$ cat src/rtl/cpu_sequencer_pkg.sv
// Shared definitions for the 8-bit CPU sequencer: opcodes, FSM states and
// the instruction-length decode.
package cpu_sequencer_pkg;

    localparam logic [3:0] OP_NOP = 4'h0;
    localparam logic [3:0] OP_LDI = 4'h1;
    localparam logic [3:0] OP_LDA = 4'h2;
    localparam logic [3:0] OP_STA = 4'h3;
    localparam logic [3:0] OP_ADD = 4'h4;
    localparam logic [3:0] OP_SUB = 4'h5;
    localparam logic [3:0] OP_JMP = 4'h6;
    localparam logic [3:0] OP_JZ  = 4'h7;
    localparam logic [3:0] OP_JC  = 4'h8;
    localparam logic [3:0] OP_HLT = 4'hF;

    typedef enum logic [1:0] {
        ST_FETCH   = 2'd0,
        ST_OPERAND = 2'd1,
        ST_EXEC    = 2'd2,
        ST_HALT    = 2'd3
    } state_t;

    // Opcodes that carry an immediate byte at pc+1.
    function automatic logic is_two_byte(input logic [3:0] op);
        case (op)
            OP_LDI, OP_JMP, OP_JZ, OP_JC: is_two_byte = 1'b1;
            default:                      is_two_byte = 1'b0;
        endcase
    endfunction

endpackage

$ cat src/rtl/cpu_sequencer_alu8.sv
// Combinational 8-bit add/subtract with carry-or-borrow and zero outputs.
module alu8 (
    input  logic [7:0] a,
    input  logic [7:0] b,
    input  logic       sub,
    output logic [7:0] result,
    output logic       carry,
    output logic       zero
);

    logic [8:0] wide_s;

    // Nine-bit arithmetic: bit 8 is carry on add and borrow on subtract.
    always_comb begin
        wide_s = 9'h000;
        if (sub) begin
            wide_s = {1'b0, a} - {1'b0, b};
        end else begin
            wide_s = {1'b0, a} + {1'b0, b};
        end
    end

    assign result = wide_s[7:0];
    assign carry  = wide_s[8];
    assign zero   = (wide_s[7:0] == 8'h00);

endmodule

$ cat src/rtl/cpu_sequencer.sv
// Multi-cycle fetch/operand/execute controller for the 8-bit CPU; owns pc,
// accumulator and Z/C flags and drives the register-file write port.
module cpu_sequencer
    import cpu_sequencer_pkg::*;
#(
    parameter int PC_W  = 8,
    parameter int RF_AW = 4
) (
    input  logic             clk,
    input  logic             rst_n,
    input  logic             run,
    output logic [PC_W-1:0]  pm_addr,
    input  logic [7:0]       pm_data,
    output logic [RF_AW-1:0] rf_addr,
    output logic             rf_we,
    output logic [7:0]       rf_wdata,
    input  logic [7:0]       rf_rdata,
    output logic [7:0]       acc,
    output logic             flag_z,
    output logic             flag_c,
    output logic             halted
);

    state_t          state_r;
    logic [PC_W-1:0] pc_r;
    logic [7:0]      ir_r;
    logic [7:0]      imm_r;
    logic [7:0]      acc_r;
    logic            z_r;
    logic            c_r;
    logic            halted_r;

    logic [3:0]      op_s;
    logic            sub_s;
    logic [7:0]      alu_res_s;
    logic            alu_c_s;
    logic            alu_z_s;
    logic            rf_we_s;
    logic [7:0]      rf_wdata_s;

    assign op_s  = ir_r[7:4];
    assign sub_s = (op_s == OP_SUB);

    alu8 u_alu (
        .a      (acc_r),
        .b      (rf_rdata),
        .sub    (sub_s),
        .result (alu_res_s),
        .carry  (alu_c_s),
        .zero   (alu_z_s)
    );

    // Write strobe is decoded from state so an async reset removes it at once.
    always_comb begin
        rf_we_s    = 1'b0;
        rf_wdata_s = acc_r;
        if ((state_r == ST_EXEC) && ((op_s == OP_LDI) || (op_s == OP_STA))) begin
            rf_we_s = 1'b1;
        end else begin
            rf_we_s = 1'b0;
        end
        if (op_s == OP_LDI) begin
            rf_wdata_s = imm_r;
        end else begin
            rf_wdata_s = acc_r;
        end
    end

    // Sequencer FSM with the architectural state it updates.
    always_ff @(posedge clk or negedge rst_n) begin
        if (!rst_n) begin
            state_r  <= ST_FETCH;
            pc_r     <= {PC_W{1'b0}};
            ir_r     <= 8'h00;
            imm_r    <= 8'h00;
            acc_r    <= 8'h00;
            z_r      <= 1'b0;
            c_r      <= 1'b0;
            halted_r <= 1'b0;
        end else begin
            case (state_r)
                ST_FETCH: begin
                    if (run) begin
                        ir_r    <= pm_data;
                        pc_r    <= pc_r + PC_W'(1'b1);
                        state_r <= is_two_byte(pm_data[7:4]) ? ST_OPERAND : ST_EXEC;
                    end else begin
                        state_r <= ST_FETCH;
                    end
                end
                ST_OPERAND: begin
                    imm_r   <= pm_data;
                    pc_r    <= pc_r + PC_W'(1'b1);
                    state_r <= ST_EXEC;
                end
                ST_EXEC: begin
                    case (op_s)
                        OP_LDA: begin
                            acc_r <= rf_rdata;
                            z_r   <= (rf_rdata == 8'h00);
                        end
                        OP_ADD, OP_SUB: begin
                            acc_r <= alu_res_s;
                            c_r   <= alu_c_s;
                            z_r   <= alu_z_s;
                        end
                        OP_JMP: pc_r <= PC_W'(imm_r);
                        OP_JZ: begin
                            if (z_r) pc_r <= PC_W'(imm_r);
                        end
                        OP_JC: begin
                            if (c_r) pc_r <= PC_W'(imm_r);
                        end
                        OP_HLT:                      halted_r <= 1'b1;
                        OP_NOP, OP_LDI, OP_STA:      ;
                        default:                     ;
                    endcase
                    state_r <= (op_s == OP_HLT) ? ST_HALT : ST_FETCH;
                end
                ST_HALT: state_r <= ST_HALT;
                default: state_r <= ST_FETCH;
            endcase
        end
    end

    assign pm_addr  = pc_r;
    assign rf_addr  = RF_AW'(ir_r[3:0]);
    assign rf_we    = rf_we_s;
    assign rf_wdata = rf_wdata_s;
    assign acc      = acc_r;
    assign flag_z   = z_r;
    assign flag_c   = c_r;
    assign halted   = halted_r;

endmodule

$ cat config.mk
export PLATFORM = sky130hd
export DESIGN_NAME = cpu_sequencer
export DESIGN_NICKNAME = d
export VERILOG_FILES = /design/src/rtl/cpu_sequencer_pkg.sv /design/src/rtl/cpu_sequencer_alu8.sv /design/src/rtl/cpu_sequencer.sv
export SDC_FILE = /design/constraint.sdc
export NUM_CORES = 1
export LEC_CHECK = 0
export BUFFER_PORTS_ARGS = -buffer_cell sky130_fd_sc_hd__buf_4
export CORE_UTILIZATION = 55
export DETAILED_ROUTE_END_ITERATION = 12
export PLACE_DENSITY = 0.8
export SYNTH_ARGS = -nofsm -noshare
export SYNTH_HDL_FRONTEND = slang
export SYNTH_HIERARCHICAL = 1
export SYNTH_SLANG_ARGS = --single-unit
$ cat constraint.sdc
create_clock -name clk -period 4.4 [get_ports clk]
set_clock_uncertainty 0.1 [all_clocks]
set_input_delay 0.44 -clock clk [delete_from_list [all_inputs] [get_ports clk]]
set_output_delay 0.44 -clock clk [all_outputs]
set_load 0.02 [all_outputs]
After elaboration in Yosys (flattened, before gate mapping). Index checks and enable logic that the tools add are counted.

Register bits: 37. Bits of input ports: 19. Logic and storage cells: 62.

Add/sub/neg operators: 3. Equal/unequal tests: 20. Multiplexer cells: 17. Reductions and logical operators: 14.

Operators by type and width (count): 8-bit case mux with 3 select lines (2); 8-bit 2-to-1 mux (4); 4-bit by 3-bit == test with 1-bit output (second input constant) (6); 8-bit logical NOT (2); 8-bit case mux with 2 select lines (1); 4-bit == test (second input constant) (3); 8-bit by 8-bit adder with 9-bit output (1); 9-bit 2-to-1 mux (1); 8-bit by 8-bit subtractor with 9-bit output (1); 8-bit by 1-bit adder with 8-bit output (second input constant) (1); 4-bit by 1-bit == test with 1-bit output (second input constant) (2); 4-bit by 2-bit == test with 1-bit output (second input constant) (2); 2-bit case mux with 4 select lines (1); 2-bit AND reduction (4); 2-bit 2-to-1 mux (3); 3-bit != test (second input constant) (2); 5-bit AND reduction (1); 2-bit == test (second input constant) (2); 1-bit 2-to-1 mux (4); 4-bit by 1-bit != test with 1-bit output (second input constant) (1); 4-bit OR reduction (1); 3-bit nonzero test (1); 2-bit by 1-bit == test with 1-bit output (second input constant) (1); 2-bit logical NOT (1); 6 further kinds (6).

Longest topological paths before layout. Gate-level depths: netlist of the first run.

Word-level depth: 8. Gate-level depth with buffers: 15.

Hierarchy. The synthesis of the first run kept the hierarchy.

Modules (own cells, without submodules): cpu_sequencer (instances 1, cells each 174, area each 1948.1 µm²); alu8 (instances 1, cells each 75, area each 529.3 µm²).

Least setup slack after synthesis of the first run. OpenSTA, ideal clock, no wires.

Path kind: register to register. Start: reg ir_r[5]. End: reg z_r, in the netlist flag_z. Setup time: 77 ps. Arrival time: 3270 ps. Required time: 4223 ps. Setup slack: 953 ps. Cell stages (with the launch flop): 15. Cell sequence: dfrtp_1 > buf_2 > nor3b_1 > buf_2 > and2_1 > clkbuf_1 > mux2_2 > fa_1 > nor2b_1 > o21bai_1 > and3b_1 > o22a_1 > nor4b_2 > a21oi_1 > a21oi_1.

Cells in the longest elaborated chain, start to end: 4. Elaborated cells between the ends (all ways): 9.

Ends and longest elaborated chain: start: declaration (RTL line cpu_sequencer.sv:26) `logic [7:0] ir_r;`; start signal: assignment (RTL line cpu_sequencer.sv:84) `ir_r <= pm_data;`; 4-bit by 3-bit == test with 1-bit output (RTL line cpu_sequencer.sv:42) `assign sub_s = (op_s == OP_SUB);`; net sub_s (RTL line cpu_sequencer.sv:34) `logic sub_s;`; 9-bit 2-to-1 mux (RTL line cpu_sequencer_alu8.sv:16) `if (sub) begin`; net alu_res_s[6] (RTL line cpu_sequencer.sv:35) `logic [7:0] alu_res_s;`; 8-bit logical NOT (RTL line cpu_sequencer_alu8.sv:25) `assign zero = (wide_s[7:0] == 8'h00);`; net alu_z_s (RTL line cpu_sequencer.sv:37) `logic alu_z_s;`; 1-bit case mux with 2 select lines (RTL line cpu_sequencer.sv:97) `case (op_s)`; end signal: assignment (RTL line cpu_sequencer.sv:100) `z_r <= (rf_rdata == 8'h00);`; end signal: assignment (RTL line cpu_sequencer.sv:105) `z_r <= alu_z_s;`; end: declaration (RTL line cpu_sequencer.sv:29) `logic z_r;`.

The timed path passes the listed nets, and every way through them passes these cells. A chain may end at the register's enable or synchronous reset.

Worst setup path in the final report of the first run.
Start: reg ir_r[6]. End: reg z_r, in the netlist flag_z.

The elaborated chain is that of the path after synthesis.

==> results of run 1 <==
critical path, stage by stage (launching register included):
cell	delay [ps]
dfrtp_1	490
nor3b_2	210
buf_4	240
and2_1	320
mux2_2	400
fa_1	430
nor2b_1	170
o22ai_1	110
xnor2_1	150
nor4_1	330
nor4b_2	250
a21oi_1	90
a21oi_1	150
cell families (layout without fill, tap and decap cells):
| group | Yosys count | count (layout) | synth area share |
|---|---|---|---|
| xor+xnor | 12 | 12 | 0.0424 |
| compound gates | 55 | 55 | 0.144 |
| fa+ha+maj | 11 | 11 | 0.0586 |
| mux | 35 | 35 | 0.155 |
| simple gates | 77 | 77 | 0.175 |
| flops | 37 | 37 | 0.374 |
| buf+inv | 22 | 66 | 0.0515 |
worst max-delay path by stage:
stage,to,cells after the start
floorplan,flag_z$_DFFE_PN0P_,14
global placement,flag_z$_DFFE_PN0P_,12
detailed placement,flag_z$_DFFE_PN0P_,12
CTS,flag_z$_DFFE_PN0P_,12
global route,flag_z$_DFFE_PN0P_,12
finish,flag_z$_DFFE_PN0P_,12
power by group:
group          total [mW]  switching, mW  internal [mW]
sequential          0.350        0.00594          0.344
clock               0.281          0.116          0.165
combinational       0.135         0.0727         0.0626
total               0.766          0.195          0.572
metal layers:
metal  global-route usage  part of all wire  up-vias
met5                    0                 0        -
met4               0.0726             0.018        0
met3               0.0424             0.060       13
met2                0.360              0.44       63
met1                0.346              0.48      954
li1                     -                 -      989
through the flow:
stage,instance area [sq um],power (mW),hold WS (ps),utilization,worst slack [ps]
floorplan,2480,0.444,44.4,-,953
detailed placement,2830,0.492,329,0.651,961
finish,2940,0.766,5.26,0.674,896
CTS,2940,0.770,16.6,0.674,913
global route,2940,0.798,46.2,0.674,632
global placement,2830,0.490,328,0.651,1060
synth_stat cells (2+ instances only):
library cell  instances
or4_1                 2
clkbuf_1              3
mux2_2               26
o311ai_0              3
xnor2_1               8
o21ai_1               3
buf_2                 3
nor2_1               25
a211o_1               2
mux2i_1               9
buf_6                 3
xor2_1                4
a21oi_1              23
dfrtp_1              37
nand2b_1              4
o21ai_0               9
o211ai_1              2
inv_1                 8
buf_4                 5
nor2b_1               2
nor4_1                6
nand2_1              11
nor3_1                6
ha_1                 10
nand3b_1              2
o22a_1                2
nand3_1               3
registers in the layout (all words and copies together) (netlist names):
register  count
halted        1
pm_addr       8
acc           8
ir_r          8
flag_z        1
flag_c        1
imm_r         8
state_r       2
layout by cell type, fill, tap and decap left out, types with 3 or more instances in the layout:
cell type  instances
buf_4             51
dfrtp_1           37
mux2_2            26
nor2_1            25
a21oi_1           23
nand2_1           11
ha_1              10
o21ai_0            9
mux2i_1            9
inv_1              8
xnor2_1            8
nor3_1             6
nor4_1             6
clkbuf_8           5
nand2b_1           4
xor2_1             4
nand3_1            3
o311ai_0           3
o21ai_1            3
layout make-up:
cell class / instances / share of cell area
clock buffers: 5 / 0.0234
clock inverters: 2 / 0.0119
inverters: 8 / 0.0102
multi-input cells: 190 / 0.487
flip-flops and latches: 37 / 0.315
well taps: 52 / 0.0222
repair buffers: 51 / 0.130
==> reports/results.ini, run 1 <==
[status]
status=completed

[global_routing]
grt_pass1_vias=1989
grt_pass1_wl_um=9230
grt_overflow=0
grt_use_total=0.238
antenna_found_initial=0
grt_max_degree=38

[cts]
clk_pin_slew_ps=70
post-cts-setup-buffers=0
htreeDepth=2
cts_resized=0
cts_root_buf=clkbuf_8
cts_buffers=5
cts_tree=yes
clock-sinks=37
worstSkewPairLatency_ps=290
ctsHoldBuffers=0
clockBufferDepth=2

[logic_synthesis]
synth_top_cell_by_area=dfrtp_1
async_reset_ff_frac=1.00
syn_area_sq_mm=0.00248
synth_seq_area_share=0.374
ys_types=55
synth_edf_count=0
yosysWarnings=6
synth_top_area_frac=0.374
synth-main-ff-cell=dfrtp_1
synth_seq_cells=37
syn_nets=279
netlist_instances=249
avgSynthCellArea_sq_um=9.95
synth_area_leaders=dfrtp_1 (37%), mux2_2 (12%), ha_1 (5.1%)

[floorplanning]
die_area_sq_mm=0.00478
coreArea_sq_mm=0.00435
die_h_um=69.1
start_util=0.569
core.rowCount=24
pin_count=51
dieWidth_um=69.1

[finish]
fin_cells=345
syn_to_final_growth_pct=18.5
fillCellCount=356
regArea_sq_um=926
drive_gt1_frac=0.324
nNetsFinal=323
multi_input_area_sq_mm=0.00143
antenna_cells=0

[placement]
dpl.hpwl_um=4120
portBuffers=50
gp_congestion=0.881
dp.cells=338

[sta]
worst_slew_pin_slew_ps=945
setup_violations=0
fin_crit_sh=0.796
maxSlewViolCount=0
fin_crit_ps=3500
tns_ps=0
relSlewSlack=0.369
rsz0062_at_grt=false
max_freq_mhz=285
final_hold_viol_count=0

[critical_path]
worstPathRequired_ps=4510
cp_max_fo=12
r2r_end=flag_z$_DFFE_PN0P_
cp-end-kind=flip-flop
r2r_start=ir_r[6]$_DFFE_PN0P_
crit_arrival_ps=3620
reg2reg_slack_ps=900
r2r_cells=12
crit_path_start_kind=flip-flop
path_class=reg2reg
crit_start=ir_r[6]$_DFFE_PN0P_

[route]
drc=0
ant_nets=0
via_count=2019
routed_via_density=5.85
drt_pre_antenna_iters=4
drt_iter0_drc=161
wl_per_cell_um=15.6
drt-total-wl_um=5380

[pwr]
leakage_nw=1.28
power_density_mw_per_mm2=261
ir_worst_vdd_v=0.000208

[job]
cap_violations=0

[hold_path]
worstHoldPathType=in2async

Note: power is estimated with default switching activity, not from simulation.
==> inputs of run 2 (changes only) <==
clock period = 3.48 ns   (was 4.4 ns; I/O delays follow)
==> reports/results.ini, run 2 (synthesis gave the netlist of run 1 again) <==
[placement]
gp_congestion=0.882  ; was 0.881
portBuffers=50  ; unchanged
dpl.hpwl_um=4110  ; was 4120 um

[sta]
final_hold_viol_count=0  ; unchanged
rsz0062_at_grt=false  ; unchanged
tns_ps=0  ; unchanged
max_freq_mhz=307  ; was 285 MHz
worst_slew_pin_slew_ps=993  ; was 945 ps
setup_violations=0  ; unchanged
relSlewSlack=0.337  ; was 0.369
fin_crit_ps=3260  ; was 3500 ps
maxSlewViolCount=0  ; unchanged
fin_crit_sh=0.937  ; was 0.796

[job]
cap_violations=0  ; unchanged

[route]
drt_pre_antenna_iters=4  ; unchanged
ant_nets=0  ; unchanged
via_count=2034  ; was 2019
drt-total-wl_um=5480  ; was 5380 um
wl_per_cell_um=15.8  ; was 15.6 um
drt_iter0_drc=205  ; was 161
drc=0  ; unchanged
routed_via_density=5.86  ; was 5.85

[critical_path]
r2r_start=ir_r[6]$_DFFE_PN0P_  ; unchanged
r2r_cells=11  ; was 12
cp-end-kind=flip-flop  ; unchanged
worstPathRequired_ps=3590  ; was 4510 ps
reg2reg_slack_ps=220  ; was 900 ps
cp_max_fo=9  ; was 12
crit_path_start_kind=flip-flop  ; unchanged
crit_arrival_ps=3380  ; was 3620 ps
crit_start=ir_r[6]$_DFFE_PN0P_  ; unchanged
path_class=reg2reg  ; unchanged

[pwr]
power_density_mw_per_mm2=307  ; was 261 mW/mm^2
ir_worst_vdd_v=0.000289  ; was 0.000208 V
leakage_nw=1.27  ; was 1.28 nW

[hold_path]
worstHoldPathType=in2reg  ; was in2async
holdPathStages=2
holdCritStartpoint=pm_data[0]

[cts]
post-cts-setup-buffers=0  ; unchanged
cts_root_buf=clkbuf_8  ; unchanged
clk_pin_slew_ps=70  ; about the same
clock-sinks=37  ; unchanged
worstSkewPairLatency_ps=290  ; about the same
cts_tree=yes  ; unchanged
clockBufferDepth=2  ; unchanged
cts_buffers=5  ; unchanged
htreeDepth=2  ; unchanged

[floorplanning]
die_h_um=69.1  ; unchanged
dieWidth_um=69.1  ; unchanged
core.rowCount=24  ; unchanged
pin_count=51  ; unchanged
start_util=0.569  ; unchanged
die_area_sq_mm=0.00478  ; unchanged
coreArea_sq_mm=0.00435  ; unchanged

[global_routing]
grt_overflow=0  ; unchanged
grt_max_degree=38  ; unchanged
grt_pass1_wl_um=9330  ; was 9230 um
grt_pass1_vias=1922  ; was 1989
grt_use_total=0.242  ; was 0.238
antenna_found_initial=0  ; unchanged

[finish]
final_util=0.674  ; about the same
nNetsFinal=324  ; was 323
syn_to_final_growth_pct=18.4  ; was 18.5%
drive_gt1_frac=0.329  ; was 0.324
final_common_cell=buf_4  ; unchanged
mostFrequentLayoutCells=buf_4 (51), dfrtp_1 (37), mux2_2 (26)  ; unchanged
fillCellCount=350  ; was 356
antenna_cells=0  ; unchanged

[status]
status=completed  ; unchanged

==> run 2: stage by stage <==
stage | total power [mW] | instance area, sq um | cells | setup slack [ps] | hold WS (ps)
3_3_place_gp | 0.618 | 2830 | 338 | 344 | 238
3_5_place_dp | 0.621 | 2830 | 338 | 209 | 239
4_1_cts | 0.907 | 2930 | 347 | 153 | 188
5_1_grt | 0.950 | 2930 | 347 | 9.65 | 185
2_1_floorplan | 0.562 | 2480 | 249 | 32.7 | -47.6
6_report | 0.902 | 2930 | 347 | 218 | 197
==> run 2: metal layers <==
metal,wire length (um),share of wire,track usage
met5,0,0,0
met4,56,0.010,0.0726
met3,318,0.058,0.0453
met2,2420,0.44,0.358
met1,2690,0.49,0.360
==> run 2: power by group <==
part / total [mW] / switching, mW / internal (mW)
Sequential: 0.443 / 0.00712 / 0.435
Combinational: 0.176 / 0.0952 / 0.0804
Clock: 0.284 / 0.145 / 0.139
==> run 2: worst paths after layout <==
path                                           to
min in group asynchronous  pm_addr[7]$_DFFE_PN0P_
max reg2reg                    flag_z$_DFFE_PN0P_
max                            flag_z$_DFFE_PN0P_
max in group asynchronous      acc[0]$_DFFE_PN0P_
min                          imm_r[0]$_DFFE_PN0P_
min reg2reg                    halted$_DFFE_PN0P_
==> run 2: layout make-up <==
type	instances	area, sq um	area share
tap	52	65.1	0.0222
clock buffer	6	72.6	0.0247
multi-input combinational	190	1440	0.490
clock inverter	2	10.0	0.00341
sequential	37	926	0.316
inverter	8	30.0	0.0102
timing repair buffer	52	393	0.134
==> run 2: critical path, cell delays in order, from the launching register on <==
cell	delay [ps]
dfrtp_1	480
nor3b_2	230
and2_2	250
mux2_2	380
fa_1	430
nor2b_1	170
o22ai_1	130
xnor2_1	170
nor4_2	360
nor4b_2	260
a21oi_1	90
a21oi_1	140
==> run 2: what timing repair did <==
action / 4_1_cts / 5_1_grt
resized for setup: 0 / 2
hold buffers: 1 / 0
hold endpoints to repair: 37 / 0
setup endpoints to repair: 0 / 1
==> inputs of run 3 (changes only) <==
CTS_CLUSTER_SIZE = 24   (was unset)
PLACE_DENSITY = 0.92   (was 0.8)
==> reports/results.ini, run 3 (synthesis gave the netlist of run 1 again) <==
[status]
status=completed  ; unchanged

[finish]
fillCellCount=333  ; was 350
multi_input_area_sq_mm=0.00144  ; unchanged
final_common_cell=buf_4  ; unchanged
regArea_sq_um=928  ; was 926 sq um
antenna_cells=0  ; unchanged
mostFrequentLayoutCells=buf_4 (51), dfrtp_1 (35), mux2_2 (26)  ; was buf_4 (51), dfrtp_1 (37), mux2_2 (26)
nNetsFinal=324  ; unchanged
fin_cells=347  ; unchanged
syn_to_final_growth_pct=18.6  ; was 18.4%
drive_gt1_frac=0.339  ; was 0.329

[sta]
tns_ps=0  ; unchanged
relSlewSlack=0.394  ; was 0.337
fin_crit_sh=0.930  ; was 0.937
maxSlewViolCount=0  ; unchanged
fin_crit_ps=3230  ; was 3260 ps
final_hold_viol_count=0  ; unchanged
setup_violations=0  ; unchanged
max_freq_mhz=309  ; was 307 MHz
worst_slew_pin_slew_ps=908  ; was 993 ps
rsz0062_at_grt=false  ; unchanged

[route]
via_count=2109  ; was 2034
wl_per_cell_um=17.5  ; was 15.8 um
routed_via_density=6.08  ; was 5.86
drt_pre_antenna_iters=4  ; unchanged
drc=0  ; unchanged
ant_nets=0  ; unchanged
drt-total-wl_um=6080  ; was 5480 um
drt_iter0_drc=183  ; was 205

[critical_path]
worstPathRequired_ps=3590  ; about the same
cp_slowest_stage_delay_ps=470  ; was 480 ps
crit_top_cell=a21oi_1  ; unchanged
cp_cell_sequence=nor3b_2 -> and2_2 -> mux2_2 -> fa_1 -> nor2b_1 -> o22ai_1 -> xnor2_1 -> nor4_2 -> nor4b_2 -> a21oi_1 -> a21oi_1  ; unchanged
cp_max_fo=9  ; unchanged
r2r_start=ir_r[5]$_DFFE_PN0P_  ; was ir_r[6]$_DFFE_PN0P_
crit_start=ir_r[5]$_DFFE_PN0P_  ; was ir_r[6]$_DFFE_PN0P_
crit_arrival_ps=3350  ; was 3380 ps
path_class=reg2reg  ; unchanged
r2r_end=flag_z$_DFFE_PN0P_  ; unchanged
r2r_cells=11  ; unchanged
crit_path_start_kind=flip-flop  ; unchanged
reg2reg_slack_ps=250  ; was 220 ps
cp-end-kind=flip-flop  ; unchanged
crit_slowest_cell=dfrtp_2  ; was dfrtp_1

[cts]
cts_root_buf=clkbuf_8  ; unchanged
clockBufferDepth=2  ; unchanged
clk_pin_slew_ps=80  ; was 70 ps
post-cts-setup-buffers=0  ; unchanged
worstSkewPairLatency_ps=300  ; was 290 ps
htreeDepth=2  ; unchanged
cts_buffers=5  ; unchanged
cts_tree=yes  ; unchanged
clock-sinks=37  ; unchanged

[pwr]
power_density_mw_per_mm2=314  ; was 307 mW/mm^2
leakage_nw=1.27  ; about the same
ir_worst_vdd_v=0.000271  ; was 0.000289 V

[floorplanning]
coreArea_sq_mm=0.00435  ; unchanged
pin_count=51  ; unchanged
dieWidth_um=69.1  ; unchanged
die_h_um=69.1  ; unchanged
core.rowCount=24  ; unchanged
die_area_sq_mm=0.00478  ; unchanged
start_util=0.569  ; unchanged

[global_routing]
grt_pass1_wl_um=10100  ; was 9330 um
grt_use_total=0.270  ; was 0.242
grt_max_degree=38  ; unchanged
grt_pass1_vias=2043  ; was 1922
grt.busiest_layer=met2  ; was met1
grt_overflow=0  ; unchanged
antenna_found_initial=0  ; unchanged
use_met1=0.342  ; was 0.360
use_met2=0.454  ; was 0.358
grt_use_met3=0.0424  ; was 0.0453

[placement]
dp.cells=338  ; unchanged
portBuffers=50  ; unchanged
dpl.hpwl_um=4450  ; was 4110 um
gp_congestion=0.913  ; was 0.882

[job]
cap_violations=0  ; unchanged

[hold_path]
holdPathStages=2  ; unchanged
worstHoldPathType=in2reg  ; unchanged
holdPathEnd=imm_r[3]$_DFFE_PN0P_  ; was imm_r[0]$_DFFE_PN0P_
holdCritStartpoint=pm_data[3]  ; was pm_data[0]

-- run 3: where the power goes --
| group | internal (mW) | switching, mW | leakage, nW |
|---|---|---|---|
| Combinational | 0.0807 | 0.0978 | 0.809 |
| Sequential | 0.435 | 0.00752 | 0.414 |
| Clock | 0.138 | 0.164 | 0.0439 |
| Total | 0.654 | 0.270 | 1.27 |
-- run 3: worst max-delay path by stage --
stage	slack [ps]	endpoint	cells after the start
2_1_floorplan	30	flag_z$_DFFE_PN0P_	14
3_3_place_gp	380	flag_z$_DFFE_PN0P_	11
3_5_place_dp	230	flag_z$_DFFE_PN0P_	11
4_1_cts	130	flag_z$_DFFE_PN0P_	11
5_1_grt	20	flag_z$_DFFE_PN0P_	11
6_report	250	flag_z$_DFFE_PN0P_	11
-- run 3: worst max-delay path, delay by kind of cell (launching register included) --
kind                       cells  cell delay [ps]
DFF                            1              470
and+or+nand+nor                5             1200
AOI/OAI and AO/OA              3              410
muxes                          1              380
xor gates and xnor gates       1              170
adders and majority gates      1              430
-- run 3: timing repair --
item                                    4_1_cts  5_1_grt
endpoints found under the hold margin        37        0
gates resized for setup                       0        4
endpoints found under the setup margin        0        1
hold buffers                                  1        0
-- run 3: layout make-up --
cell class,instances,area share
Inverter,8,0.0102
Multi-Input combinational cell,190,0.489
Timing Repair Buffer,52,0.134
Tap cell,52,0.0221
Clock inverter,3,0.00596
Clock buffer,5,0.0234
Sequential cell,37,0.316
-- run 3: stage by stage --
stage / total power, mW / hold WS [ps] / area (sq um) / util / setup slack, ps
floorplan: 0.562 / -47.6 / 2480 / - / 32.7
global placement: 0.619 / 232 / 2830 / 0.651 / 377
detailed placement: 0.624 / 238 / 2830 / 0.651 / 233
CTS: 0.927 / 180 / 2930 / 0.673 / 126
global route: 0.964 / 181 / 2940 / 0.675 / 20.6
finish: 0.924 / 187 / 2940 / 0.675 / 245
-- run 3: per-layer routing --
layer / part of all wire / up-vias / wire (um)
met2: 0.51 / 64 / 3080
met3: 0.047 / 14 / 287
met1: 0.42 / 1038 / 2570
li1: - / 993 / -
met5: 0 / - / 0
met4: 0.023 / 0 / 138
